--- config.mk ---
export PLATFORM = sky130hd
export DESIGN_NAME = alu_result_monitor_flat
export DESIGN_NICKNAME = d
export VERILOG_FILES = /design/src/rtl/alu_result_monitor_if.sv /design/src/rtl/alu_result_monitor.sv /design/src/flat_wrapper.sv
export SDC_FILE = /design/constraint.sdc
export NUM_CORES = 1
export LEC_CHECK = 0
export BUFFER_PORTS_ARGS = -buffer_cell sky130_fd_sc_hd__buf_2
export CAP_MARGIN = 15
export CORE_ASPECT_RATIO = 1.1
export CORE_MARGIN = 4
export CORE_UTILIZATION = 50
export CTS_BUF_LIST = sky130_fd_sc_hd__clkbuf_4
export DETAILED_ROUTE_END_ITERATION = 8
export HOLD_SLACK_MARGIN = 0.08
export PLACE_DENSITY_LB_ADDON = 0.15
export SLEW_MARGIN = 20
export SYNTH_ARGS = -nofsm -noshare
export SYNTH_HDL_FRONTEND = slang
export SYNTH_SLANG_ARGS = --single-unit
--- constraint.sdc ---
create_clock -name clock -period 17.2 [get_ports clock]
set_input_delay 3.44 -clock clock [delete_from_list [all_inputs] [get_ports clock]]
set_output_delay 3.44 -clock clock [all_outputs]
set_load 0.01 [all_outputs]
--- src/rtl/alu_result_monitor_if.sv ---
// alu_result_monitor_if: ALU-side observation signals plus the transaction
// drain port of the result monitor. The master modport is the bench side,
// which drives the ALU stimulus and consumes transactions. The slave modport
// is the monitor.
interface alu_result_monitor_if #(
  parameter int DEPTH = 8
);
  // ALU observation
  logic                   op_valid;
  logic [4:0]             Operation;
  logic                   EX_Flush;
  logic                   ALU_Stall;
  logic                   BZero;
  logic                   EXC_Ov;
  logic [31:0]            Result;
  logic [31:0]            out_HI;
  logic [31:0]            out_LO;
  // transaction drain
  logic                   txn_valid;
  logic                   txn_ready;
  logic [7:0]             txn_seq;
  logic [4:0]             txn_op;
  logic [31:0]            txn_result;
  logic [31:0]            txn_hi;
  logic [31:0]            txn_lo;
  logic                   txn_bzero;
  logic                   txn_ov;
  logic                   txn_timeout;
  // status
  logic [$clog2(DEPTH):0] fifo_count;
  logic [15:0]            drop_count;
  logic [15:0]            flush_count;
  logic                   proto_err;

  modport master (
    output op_valid, Operation, EX_Flush, ALU_Stall, BZero, EXC_Ov,
           Result, out_HI, out_LO, txn_ready,
    input  txn_valid, txn_seq, txn_op, txn_result, txn_hi, txn_lo,
           txn_bzero, txn_ov, txn_timeout, fifo_count, drop_count,
           flush_count, proto_err
  );

  modport slave (
    input  op_valid, Operation, EX_Flush, ALU_Stall, BZero, EXC_Ov,
           Result, out_HI, out_LO, txn_ready,
    output txn_valid, txn_seq, txn_op, txn_result, txn_hi, txn_lo,
           txn_bzero, txn_ov, txn_timeout, fifo_count, drop_count,
           flush_count, proto_err
  );
endinterface

--- src/rtl/alu_result_monitor.sv ---
// alu_result_monitor: waits out the ALU capture delay and any stall for each
// issued operation. It then captures Result/HI/LO/flags with a sequence tag
// into a FIFO, which a consumer drains over valid/ready.
// Optional feature: define ALU_MON_TIMEOUT_EN to bound the stall wait by
// TIMEOUT cycles. On expiry, a capture is forced with txn_timeout=1.
module alu_result_monitor #(
  parameter int DEPTH     = 8,
  parameter int CAP_DELAY = 1,
  parameter int TIMEOUT   = 64
) (
  input logic                 clock,
  input logic                 reset,
  alu_result_monitor_if.slave mon
);
  localparam int AW = $clog2(DEPTH);
  localparam int CW = AW + 1;

  // elaboration-time parameter sanity
  if (DEPTH < 2 || (DEPTH & (DEPTH - 1)) != 0) begin : g_bad_depth
    $error("alu_result_monitor: DEPTH must be a power of two >= 2");
  end
  if (CAP_DELAY < 1 || CAP_DELAY > 15) begin : g_bad_delay
    $error("alu_result_monitor: CAP_DELAY must be 1..15");
  end
  if (TIMEOUT < 2) begin : g_bad_timeout
    $error("alu_result_monitor: TIMEOUT must be >= 2");
  end

  typedef enum logic [1:0] {S_IDLE, S_DELAY, S_WAIT} state_e;

  typedef struct packed {
    logic [7:0]  seq;
    logic [4:0]  op;
    logic [31:0] result;
    logic [31:0] hi;
    logic [31:0] lo;
    logic        bzero;
    logic        ov;
`ifdef ALU_MON_TIMEOUT_EN
    logic        timeout;
`endif
  } entry_t;

  state_e      state_q, state_d;
  logic [3:0]  dcnt_q, dcnt_d;
  logic [4:0]  op_q, op_d;
  logic        capture, flush_ev, proto_ev;
`ifdef ALU_MON_TIMEOUT_EN
  localparam int WW = $clog2(TIMEOUT);
  logic [WW-1:0] wcnt_q, wcnt_d;
  logic          cap_to;
`endif

  logic [CW-1:0] wr_ptr, rd_ptr, count;
  logic          valid, full, push, pop, drop;
  logic [7:0]    seq_q;
  logic [15:0]   drop_q, flush_q;
  logic          proto_q;
  entry_t        mem [DEPTH];
  entry_t        cap_e, head;

  // next-state: issue, delay countdown, stall wait, flush abort
  always_comb begin
    state_d  = state_q;
    dcnt_d   = dcnt_q;
    op_d     = op_q;
    capture  = 1'b0;
    flush_ev = 1'b0;
    proto_ev = 1'b0;
`ifdef ALU_MON_TIMEOUT_EN
    wcnt_d   = wcnt_q;
    cap_to   = 1'b0;
`endif
    case (state_q)
      S_IDLE: begin
        if (mon.op_valid) begin
          if (mon.EX_Flush) flush_ev = 1'b1;
          else begin
            op_d    = mon.Operation;
            dcnt_d  = 4'(CAP_DELAY - 1);
            state_d = S_DELAY;
          end
        end
      end
      S_DELAY: begin
        proto_ev = mon.op_valid;
        if (mon.EX_Flush) begin
          flush_ev = 1'b1;
          state_d  = S_IDLE;
        end else if (dcnt_q != 4'd0) begin
          dcnt_d = dcnt_q - 4'd1;
        end else if (!mon.ALU_Stall) begin
          capture = 1'b1;
          state_d = S_IDLE;
        end else begin
          state_d = S_WAIT;
`ifdef ALU_MON_TIMEOUT_EN
          // the sample cycle already counts as one stalled cycle
          wcnt_d  = WW'(1);
`endif
        end
      end
      S_WAIT: begin
        proto_ev = mon.op_valid;
        if (mon.EX_Flush) begin
          flush_ev = 1'b1;
          state_d  = S_IDLE;
        end else if (!mon.ALU_Stall) begin
          capture = 1'b1;
          state_d = S_IDLE;
        end
`ifdef ALU_MON_TIMEOUT_EN
        else if (wcnt_q == WW'(TIMEOUT - 1)) begin
          capture = 1'b1;
          cap_to  = 1'b1;
          state_d = S_IDLE;
        end else begin
          wcnt_d = wcnt_q + WW'(1);
        end
`endif
      end
      default: state_d = S_IDLE;
    endcase
  end

  // FSM state, delay counter and latched opcode
  always_ff @(posedge clock or negedge reset) begin
    if (!reset) begin
      state_q <= S_IDLE;
      dcnt_q  <= '0;
      op_q    <= '0;
    end else begin
      state_q <= state_d;
      dcnt_q  <= dcnt_d;
      op_q    <= op_d;
    end
  end

`ifdef ALU_MON_TIMEOUT_EN
  // consecutive stalled-cycle counter for the forced capture
  always_ff @(posedge clock or negedge reset) begin
    if (!reset) wcnt_q <= '0;
    else        wcnt_q <= wcnt_d;
  end
`endif

  // capture entry: ALU values as they stand in the capture cycle
  always_comb begin
    cap_e        = '0;
    cap_e.seq    = seq_q;
    cap_e.op     = op_q;
    cap_e.result = mon.Result;
    cap_e.hi     = mon.out_HI;
    cap_e.lo     = mon.out_LO;
    cap_e.bzero  = mon.BZero;
    cap_e.ov     = mon.EXC_Ov;
`ifdef ALU_MON_TIMEOUT_EN
    cap_e.timeout = cap_to;
`endif
  end

  // a pop in the same cycle frees a slot, so a full FIFO still accepts
  assign count = wr_ptr - rd_ptr;
  assign valid = (count != '0);
  assign full  = (count == CW'(DEPTH));
  assign pop   = valid && mon.txn_ready;
  assign push  = capture && (!full || pop);
  assign drop  = capture && full && !pop;

  // FIFO storage, no reset needed since reads are gated by valid
  always_ff @(posedge clock) begin
    if (push) mem[wr_ptr[AW-1:0]] <= cap_e;
  end

  // pointers, sequence tag and status counters
  always_ff @(posedge clock or negedge reset) begin
    if (!reset) begin
      wr_ptr  <= '0;
      rd_ptr  <= '0;
      seq_q   <= '0;
      drop_q  <= '0;
      flush_q <= '0;
      proto_q <= 1'b0;
    end else begin
      if (push) wr_ptr <= wr_ptr + CW'(1);
      if (pop)  rd_ptr <= rd_ptr + CW'(1);
      // seq advances on drops too so the consumer can see the gap
      if (capture) seq_q <= seq_q + 8'd1;
      if (drop && drop_q != 16'hFFFF) drop_q <= drop_q + 16'd1;
      if (flush_ev && flush_q != 16'hFFFF) flush_q <= flush_q + 16'd1;
      if (proto_ev) proto_q <= 1'b1;
    end
  end

  assign head = valid ? mem[rd_ptr[AW-1:0]] : '0;

  assign mon.txn_valid   = valid;
  assign mon.txn_seq     = head.seq;
  assign mon.txn_op      = head.op;
  assign mon.txn_result  = head.result;
  assign mon.txn_hi      = head.hi;
  assign mon.txn_lo      = head.lo;
  assign mon.txn_bzero   = head.bzero;
  assign mon.txn_ov      = head.ov;
`ifdef ALU_MON_TIMEOUT_EN
  assign mon.txn_timeout = head.timeout;
`else
  assign mon.txn_timeout = 1'b0;
`endif
  assign mon.fifo_count  = count;
  assign mon.drop_count  = drop_q;
  assign mon.flush_count = flush_q;
  assign mon.proto_err   = proto_q;
endmodule

--- src/flat_wrapper.sv ---
// flat-port wrapper written by rule: the top's interface ports become plain ports
module alu_result_monitor_flat 
#(
  parameter int DEPTH     = 8,
  parameter int CAP_DELAY = 1,
  parameter int TIMEOUT   = 64
)
  (clock, reset, mon_op_valid, mon_Operation, mon_EX_Flush, mon_ALU_Stall, mon_BZero, mon_EXC_Ov, mon_Result, mon_out_HI, mon_out_LO, mon_txn_ready, mon_txn_valid, mon_txn_seq, mon_txn_op, mon_txn_result, mon_txn_hi, mon_txn_lo, mon_txn_bzero, mon_txn_ov, mon_txn_timeout, mon_fifo_count, mon_drop_count, mon_flush_count, mon_proto_err);
  alu_result_monitor_if #(.DEPTH(DEPTH)) mon_i ();
  input logic clock;
  input logic reset;
  input wire logic [$bits(mon_i.op_valid)-1:0] mon_op_valid;
  input wire logic [$bits(mon_i.Operation)-1:0] mon_Operation;
  input wire logic [$bits(mon_i.EX_Flush)-1:0] mon_EX_Flush;
  input wire logic [$bits(mon_i.ALU_Stall)-1:0] mon_ALU_Stall;
  input wire logic [$bits(mon_i.BZero)-1:0] mon_BZero;
  input wire logic [$bits(mon_i.EXC_Ov)-1:0] mon_EXC_Ov;
  input wire logic [$bits(mon_i.Result)-1:0] mon_Result;
  input wire logic [$bits(mon_i.out_HI)-1:0] mon_out_HI;
  input wire logic [$bits(mon_i.out_LO)-1:0] mon_out_LO;
  input wire logic [$bits(mon_i.txn_ready)-1:0] mon_txn_ready;
  output wire logic [$bits(mon_i.txn_valid)-1:0] mon_txn_valid;
  output wire logic [$bits(mon_i.txn_seq)-1:0] mon_txn_seq;
  output wire logic [$bits(mon_i.txn_op)-1:0] mon_txn_op;
  output wire logic [$bits(mon_i.txn_result)-1:0] mon_txn_result;
  output wire logic [$bits(mon_i.txn_hi)-1:0] mon_txn_hi;
  output wire logic [$bits(mon_i.txn_lo)-1:0] mon_txn_lo;
  output wire logic [$bits(mon_i.txn_bzero)-1:0] mon_txn_bzero;
  output wire logic [$bits(mon_i.txn_ov)-1:0] mon_txn_ov;
  output wire logic [$bits(mon_i.txn_timeout)-1:0] mon_txn_timeout;
  output wire logic [$bits(mon_i.fifo_count)-1:0] mon_fifo_count;
  output wire logic [$bits(mon_i.drop_count)-1:0] mon_drop_count;
  output wire logic [$bits(mon_i.flush_count)-1:0] mon_flush_count;
  output wire logic [$bits(mon_i.proto_err)-1:0] mon_proto_err;
  assign mon_i.op_valid = mon_op_valid;
  assign mon_i.Operation = mon_Operation;
  assign mon_i.EX_Flush = mon_EX_Flush;
  assign mon_i.ALU_Stall = mon_ALU_Stall;
  assign mon_i.BZero = mon_BZero;
  assign mon_i.EXC_Ov = mon_EXC_Ov;
  assign mon_i.Result = mon_Result;
  assign mon_i.out_HI = mon_out_HI;
  assign mon_i.out_LO = mon_out_LO;
  assign mon_i.txn_ready = mon_txn_ready;
  assign mon_txn_valid = mon_i.txn_valid;
  assign mon_txn_seq = mon_i.txn_seq;
  assign mon_txn_op = mon_i.txn_op;
  assign mon_txn_result = mon_i.txn_result;
  assign mon_txn_hi = mon_i.txn_hi;
  assign mon_txn_lo = mon_i.txn_lo;
  assign mon_txn_bzero = mon_i.txn_bzero;
  assign mon_txn_ov = mon_i.txn_ov;
  assign mon_txn_timeout = mon_i.txn_timeout;
  assign mon_fifo_count = mon_i.fifo_count;
  assign mon_drop_count = mon_i.drop_count;
  assign mon_flush_count = mon_i.flush_count;
  assign mon_proto_err = mon_i.proto_err;
  alu_result_monitor #(.DEPTH(DEPTH), .CAP_DELAY(CAP_DELAY), .TIMEOUT(TIMEOUT)) u_core (.clock(clock), .reset(reset), .mon(mon_i));
endmodule
==> summary.txt, run 1 <==
CP required = 13.76 ns
cells on worst reg2reg path = 10
setup bufs post-CTS = 0
worst hold path startpoint = u_core.mon.proto_err
Worst Path Max Fanout = 57
Mapped Cells = 1814
share of post-route cells with drive strength above 1 = 36.84%
register share of total power = 42.1%
DP HPWL = 43070 um
boundary pin count = 259
endpoint class of the critical path = primary output
die width = 265.6 um
family with the most delay on the worst path = buffers and inverters
Max VDD drop = 0.0001221 V
vias = 18.97k
CP Cell Sequence = ha_1 -> inv_1 -> fa_1 -> xor2_1 -> or3_4 -> o21ba_4 -> buf_12 -> buf_4 -> a21oi_1 -> buf_2
routed length per instance = 24.03 um
Worst path depth = 10
first-pass GRT wire length = 123700 um
Cell Area, Synth = 0.03648 mm2
total congestion overflow = 0
Core Area = 0.07204 mm2
CP bufs+invs = 4
Leak = 14.44 nW
final setup fails = 0
crit path launch = u_core.rd_ptr[0]
Distinct cells, synth = 42
Routed WL = 81160 um
WS Path Type = register to primary output
Worst setup SP type = register
critical path data arrival time = 5.21 ns
CTS H-tree depth = 4
total global-route track usage = 21.25%
Mean Syn Cell Area = 20.11 um2
Worst Hold Depth = 1
Worst Tran Pin Value = 1.043 ns
ys async rst share = 6.329%
first-pass detailed-route iteration total = 5
MaxCap Viol Count = 0
CP max stage cell = dfrtp_4
post-cts resize count = 0
Hold Vio Cnt, Final = 0
Psw = 2.109 mW
hold buffers post-CTS = 0
Initial Util = 50.64%
Clk pin slew, worst setup/hold paths = 0.06 ns
Root Driver = clkbuf_4
status = finished clean
Sw Share = 32.64%
Pwr Density = 154.6 mW/mm2
initial antenna violation count = 13
DRC viols = 0
ys flop type = edfxtp_1
Die H = 291.3 um
Via-to-Cell Ratio = 5.617
setup TNS = 0 ns
Yosys Warn Count = 0
sequential fraction of the synthesis area = 77.21%
Die Area = 0.07736 mm2
Area Overhead vs Synth = 14.59%
initial drt markers = 1506
TritonCTS Buffers = 228
clock sinks = 948
DP Worst Slack = 9.259 ns
Final Critical Period = 8.646 ns
Mapped Nets = 1937
Max Fclk = 115.7 MHz
final net count = 2367
Gate power share = 30.8%
reg2reg start = u_core.rd_ptr[0]
RSZ-0062 raised after global routing = false
vias in the first global route = 20.77k
clock tree from TritonCTS = yes
slew margin rel. = 30.49%
FF+latch count, synth = 948
Post-synth EDFFs = 888
Clk network pwr share = 27.1%
ANT nets after route = 0
Row Count = 103
IO Port Bufs = 257
Tcrit/Tclk final = 50.27%
Hold Crit Class = register to register
Pins Over Slew Limit = 0
Pint = 4.353 mW
Slowest Stage Delay on Critical Path = 1.07 ns
largest net degree at the start of global routing = 109
worst-skew pair later-pin latency = 1.02 ns
clock tree buffer depth = 3
routability cong. = 0.7930
Clock Skew = 0.04318 ns
worst setup margin = 8.554 ns
-- state kept, by name (all words and copies together), names as in the netlist, 2 cells and up --
register,cells
u_core.state_q,2
u_core.mon.flush_count,16
u_core.dcnt_q,4
u_core.op_q,5
u_core.mon.drop_count,16
u_core.seq_q,8
u_core.rd_ptr,4
u_core.wr_ptr,4
u_core.mem,888
-- cells in the mapped netlist, types with 2 or more instances --
master    number  share of area, %
nor4_1         4             0.069
nand2_1      241               2.5
xnor2_1       35              0.84
buf_2         40              0.55
buf_4          2             0.041
and3_1        12              0.21
nand3_1       24              0.33
clkbuf_1      40              0.41
nand3b_1       2             0.041
o21ai_0        2             0.027
nor2_1        20              0.21
mux2i_1        2             0.055
ha_1          13              0.45
a21oi_1      115               1.6
mux2_2        11              0.34
nor3_1         6             0.082
nand4_1       18              0.31
edfxtp_1     888                73
xor2_1         9              0.22
nand2b_1       3             0.051
dfrtp_1       60               4.1
mux4_2       222                14
inv_1         13              0.13
and2_1         2             0.034
buf_1         10              0.10
a21o_1         2             0.041
nor4b_1        3             0.072
-- cells in the final DEF (no fill, tap or decap), types with 2 or more instances in the layout --
cell type | netlist | routed
and2_1 | 2 | 2
inv_6 | 0 | 6
mux2_2 | 11 | 11
dfrtp_1 | 60 | 57
buf_12 | 0 | 4
and3_1 | 12 | 12
xor2_1 | 9 | 9
inv_1 | 13 | 12
nor3_1 | 6 | 4
clkinv_1 | 0 | 59
nand3_1 | 24 | 24
mux2i_1 | 2 | 2
xnor2_1 | 35 | 35
nand3b_1 | 2 | 2
a21o_1 | 2 | 2
clkinv_2 | 0 | 6
nand4_1 | 18 | 18
nor4_2 | 1 | 4
clkinv_4 | 0 | 3
nand2b_1 | 3 | 3
nor4b_2 | 0 | 3
clkinvlp_4 | 0 | 3
a21oi_1 | 115 | 115
nor2_1 | 20 | 20
dfrtp_4 | 0 | 3
diode_2 | 0 | 8
nand2_1 | 241 | 241
buf_4 | 2 | 31
o21ai_0 | 2 | 2
mux4_2 | 222 | 222
nor3_2 | 0 | 2
clkbuf_4 | 0 | 331
ha_1 | 13 | 13
buf_2 | 40 | 257
edfxtp_1 | 888 | 888
-- worst paths after layout --
kind,slack (ns),end
worst max register to register,12.22,u_core.mem[2][61]
worst min register to register,0.47,u_core.mon.proto_err
min in group asynchronous,2.62,u_core.mon.flush_count[6]
max in group asynchronous,13.96,u_core.rd_ptr[0]
worst max-delay path,8.55,mon_txn_result[31]
worst min-delay path,0.47,u_core.mon.proto_err
-- worst reg2reg max path: stages, from the launching register on --
cell and delay, ns:
dfrtp_4 1.07, ha_1 0.31, inv_1 0.06, fa_1 0.38, xor2_1 0.18, or3_4 0.36
nor4_4 0.73, nand2b_1 0.46, nor4b_2 0.11, buf_4 0.38, buf_4 0.53
-- power groups by stage --
| stage | clock, mW | combinational (mW) | sequential (mW) |
|---|---|---|---|
| finish | 1.75 | 1.99 | 2.72 |
| global route | 1.94 | 2.17 | 2.74 |
| CTS | 1.81 | 2.03 | 2.73 |
| detailed placement | 0 | 2.03 | 2.78 |
| global placement | 0 | 2.01 | 2.77 |
| floorplan | 0 | 1.35 | 2.71 |
-- logic make-up after synthesis --
family,share of synthesized area (%)
DFF,77.21
other,0.01028
adders and majority gates,0.5007
AOI/OAI and AO/OA,1.811
buffers and inverters,1.238
xor gates and xnor gates,1.056
and+or+nand+nor,4.078
muxes,14.10
-- through the flow --
| stage | hold slack (ns) | instances | util (%) | instance area, um2 | total power, mW |
|---|---|---|---|---|---|
| after CTS | 0.4810 | 3368 | 57.98 | 41770 | 6.574 |
| after floorplan | 0.4604 | 1814 | - | 36480 | 4.057 |
| after global placement | 0.4755 | 2958 | 54.01 | 38910 | 4.784 |
| final | 0.4739 | 3377 | 58.03 | 41810 | 6.463 |
| after global routing | 0.4879 | 3374 | 58.02 | 41800 | 6.848 |
| after detailed placement | 0.4666 | 2958 | 54.01 | 38910 | 4.803 |
-- routing by layer --
metal | routed length, um | GRT usage, %
met1 | 32900 | 27.87
met2 | 41760 | 35.52
met3 | 5042 | 4.954
met4 | 1417 | 7.010
met5 | 44 | 0
-- layout make-up --
type / instances / area (um2)
Inverter: 13 / 51.30
Clock buffer: 331 / 2485
Multi-Input combinational cell: 761 / 7918
Tap cell: 945 / 1182
Timing Repair Buffer: 292 / 1599
Sequential cell: 948 / 28180
Fill cell: 5499 / 30230
Clock inverter: 79 / 372.9
Antenna cell: 8 / 20.02
(Power assumes the default switching activity.)
==> inputs of run 2 (changes only) <==
clock period = 7.8 ns   (was 17.2 ns; I/O delays follow)
==> run 2 against run 1 <==
Against the previous run: core utilization is 0.15 points higher; cell area grew 0.27%; critical path depth decreased by 2; register-to-register slack lost 9.0 ns; first-iteration DRC count is 12% lower; clock power grew 130%; setup slack got worse by 7.3 ns; power increased by 120%; sequential share of layout area shrank 0.18 points; sequential power increased by 120%; clock skew grew 0.034 ns; wire length is 0.38% lower.
==> summary.txt, run 2 (same netlist as run 1, synthesis figures left out) <==
hold buffers post-CTS = 0 (unchanged)
clock tree from TritonCTS = yes
Pins Over Slew Limit = 0 (unchanged)
Row Count = 103 (unchanged)
first-pass GRT wire length = 123900 um (+0.21%)
DP Worst Slack = 2.258 ns (-7.001 ns)
slew margin rel. = 31.24% (+0.75 points)
Max VDD drop = 0.0002447 V (+100%)
max reg flops = 888 (unchanged)
Pwr Density = 343.7 mW/mm2 (+120%)
Root Driver = clkbuf_4
Max Fclk = 153.8 MHz
initial drt markers = 1328 (-12%)
ANT nets after route = 0 (unchanged)
CP required = 6.24 ns (-7.52 ns)
total global-route track usage = 21.35% (+0.096 points)
status = finished clean
MaxCap Viol Count = 0 (unchanged)
Util after Layout = 58.19% (+0.15 points)
clock sinks = 948 (unchanged)
WS Path Type = register to primary output
total congestion overflow = 0 (unchanged)
IO Port Bufs = 257 (unchanged)
share of post-route cells with drive strength above 1 = 37.44% (+0.60 points)
Tcrit/Tclk final = 83.34%
Hold Crit Class = register to register
DRC viols = 0 (unchanged)
worst setup margin = 1.299 ns (-7.254 ns)
TritonCTS Buffers = 230 (+0.88%)
Area after DPL = 0.03895 mm2 (+0.12%)
Via-to-Cell Ratio = 5.634 (+0.31%)
CTS H-tree depth = 4 (unchanged)
Final Critical Period = 6.501 ns
endpoint class of the critical path = primary output
boundary pin count = 259 (unchanged)
Routed WL = 80850 um (-0.38%)
worst-skew pair later-pin latency = 1.02 ns (about the same)
Hold Vio Cnt, Final = 0 (unchanged)
Core Area = 0.07204 mm2 (unchanged)
Area Overhead vs Synth = 14.90%
vias = 18.89k (-0.40%)
final setup fails = 0 (unchanged)
critical path data arrival time = 4.94 ns (-0.27 ns)
most common cell after layout, fill and taps aside = edfxtp_1
final instance area = 0.04192 mm2 (+0.27%)
DP HPWL = 41100 um (-4.6%)
Die Area = 0.07736 mm2 (unchanged)
Leak = 14.47 nW (+0.21%)
Initial Util = 50.64% (unchanged)
clock tree buffer depth = 3 (unchanged)
vias in the first global route = 20.77k (+0.024%)
initial antenna violation count = 11 (-2)
Worst setup SP type = register
first-pass detailed-route iteration total = 5 (unchanged)
routed length per instance = 24.11 um (+0.33%)
post-cts resize count = 0 (unchanged)
RSZ-0062 raised after global routing = false
Worst Tran Pin Value = 1.031 ns (-0.01122 ns)
Fin Hold WS = 0.4829 ns (+0.009061 ns)
routability cong. = 0.7653 (-3.5%)
Clk pin slew, worst setup/hold paths = 0.07 ns (about the same)
Die H = 291.3 um (unchanged)
die width = 265.6 um (unchanged)
Worst Path Max Fanout = 53 (-7.0%)
largest net degree at the start of global routing = 115 (+5.5%)
setup bufs post-CTS = 0 (unchanged)
highest-count cells in the layout ignoring fill and taps = edfxtp_1 (888), clkbuf_4 (351), buf_2 (257), nand2_1 (241), mux4_2 (222)
Clock Skew = 0.07752 ns (+0.03434 ns)
final net count = 2358 (-0.38%)
## run 2: cell types whose count changed in the layout (fill, tap and decap cells not counted), sizes merged
cell    change
diode       -1
buf        -11
bufinv      +3
clkbuf     +20
clkinv     -35
## run 2: stage by stage
stage / total power [mW] / cells / TNS [ns]
2_1_floorplan: 8.945 / 1814 / -1432.69
3_3_place_gp: 10.59 / 2947 / 0
3_5_place_dp: 10.62 / 2947 / 0
4_1_cts: 14.69 / 3345 / 0
5_1_grt: 15.28 / 3349 / 0
6_report: 14.41 / 3353 / 0
## run 2: metal layers
metal / global-route usage, % / wire length, um
met5: 0 / 53
met4: 7.693 / 1862
met3: 5.004 / 4968
met2: 36.58 / 41950
met1: 26.80 / 32010
## run 2: worst max-delay path: stages, from the launching register on
cell	delay, ns
dfrtp_4	0.96
inv_4	0.44
ha_1	0.46
xor2_1	0.19
or3_4	0.36
o21ba_4	0.87
buf_12	0.32
a21oi_1	0.08
buf_2	0.15
## run 2: power breakdown
| part | internal (mW) | switching [mW] | total (mW) |
|---|---|---|---|
| Combinational | 1.90 | 2.47 | 4.37 |
| Clock | 2.13 | 1.87 | 4.01 |
| Sequential | 5.75 | 0.289 | 6.04 |
| Total | 9.78 | 4.63 | 14.4 |
## run 2: layout make-up
cell class              instances  area (um2)
multi-input cells             761        7970
repair buffers                281        1587
fillers                      5535       30120
diodes                          7       17.52
inverters                      13       51.30
well taps                     945        1182
clock inverters                47       296.5
clock buffers                 351        2635
flip-flops and latches        948       28180
## run 2: path summary, 6_finish.rpt
path	slack, ns	from	cells after the start	endpoint
max in group asynchronous	6.44	reset	2	u_core.rd_ptr[1]
min	0.48	u_core.mon.proto_err	1	u_core.mon.proto_err
max	1.30	u_core.rd_ptr[2]	8	mon_txn_result[10]
min reg2reg	0.48	u_core.mon.proto_err	1	u_core.mon.proto_err
max reg2reg	3.23	u_core.rd_ptr[2]	8	u_core.mem[2][75]
min in group asynchronous	0.70	reset	2	u_core.mon.flush_count[7]
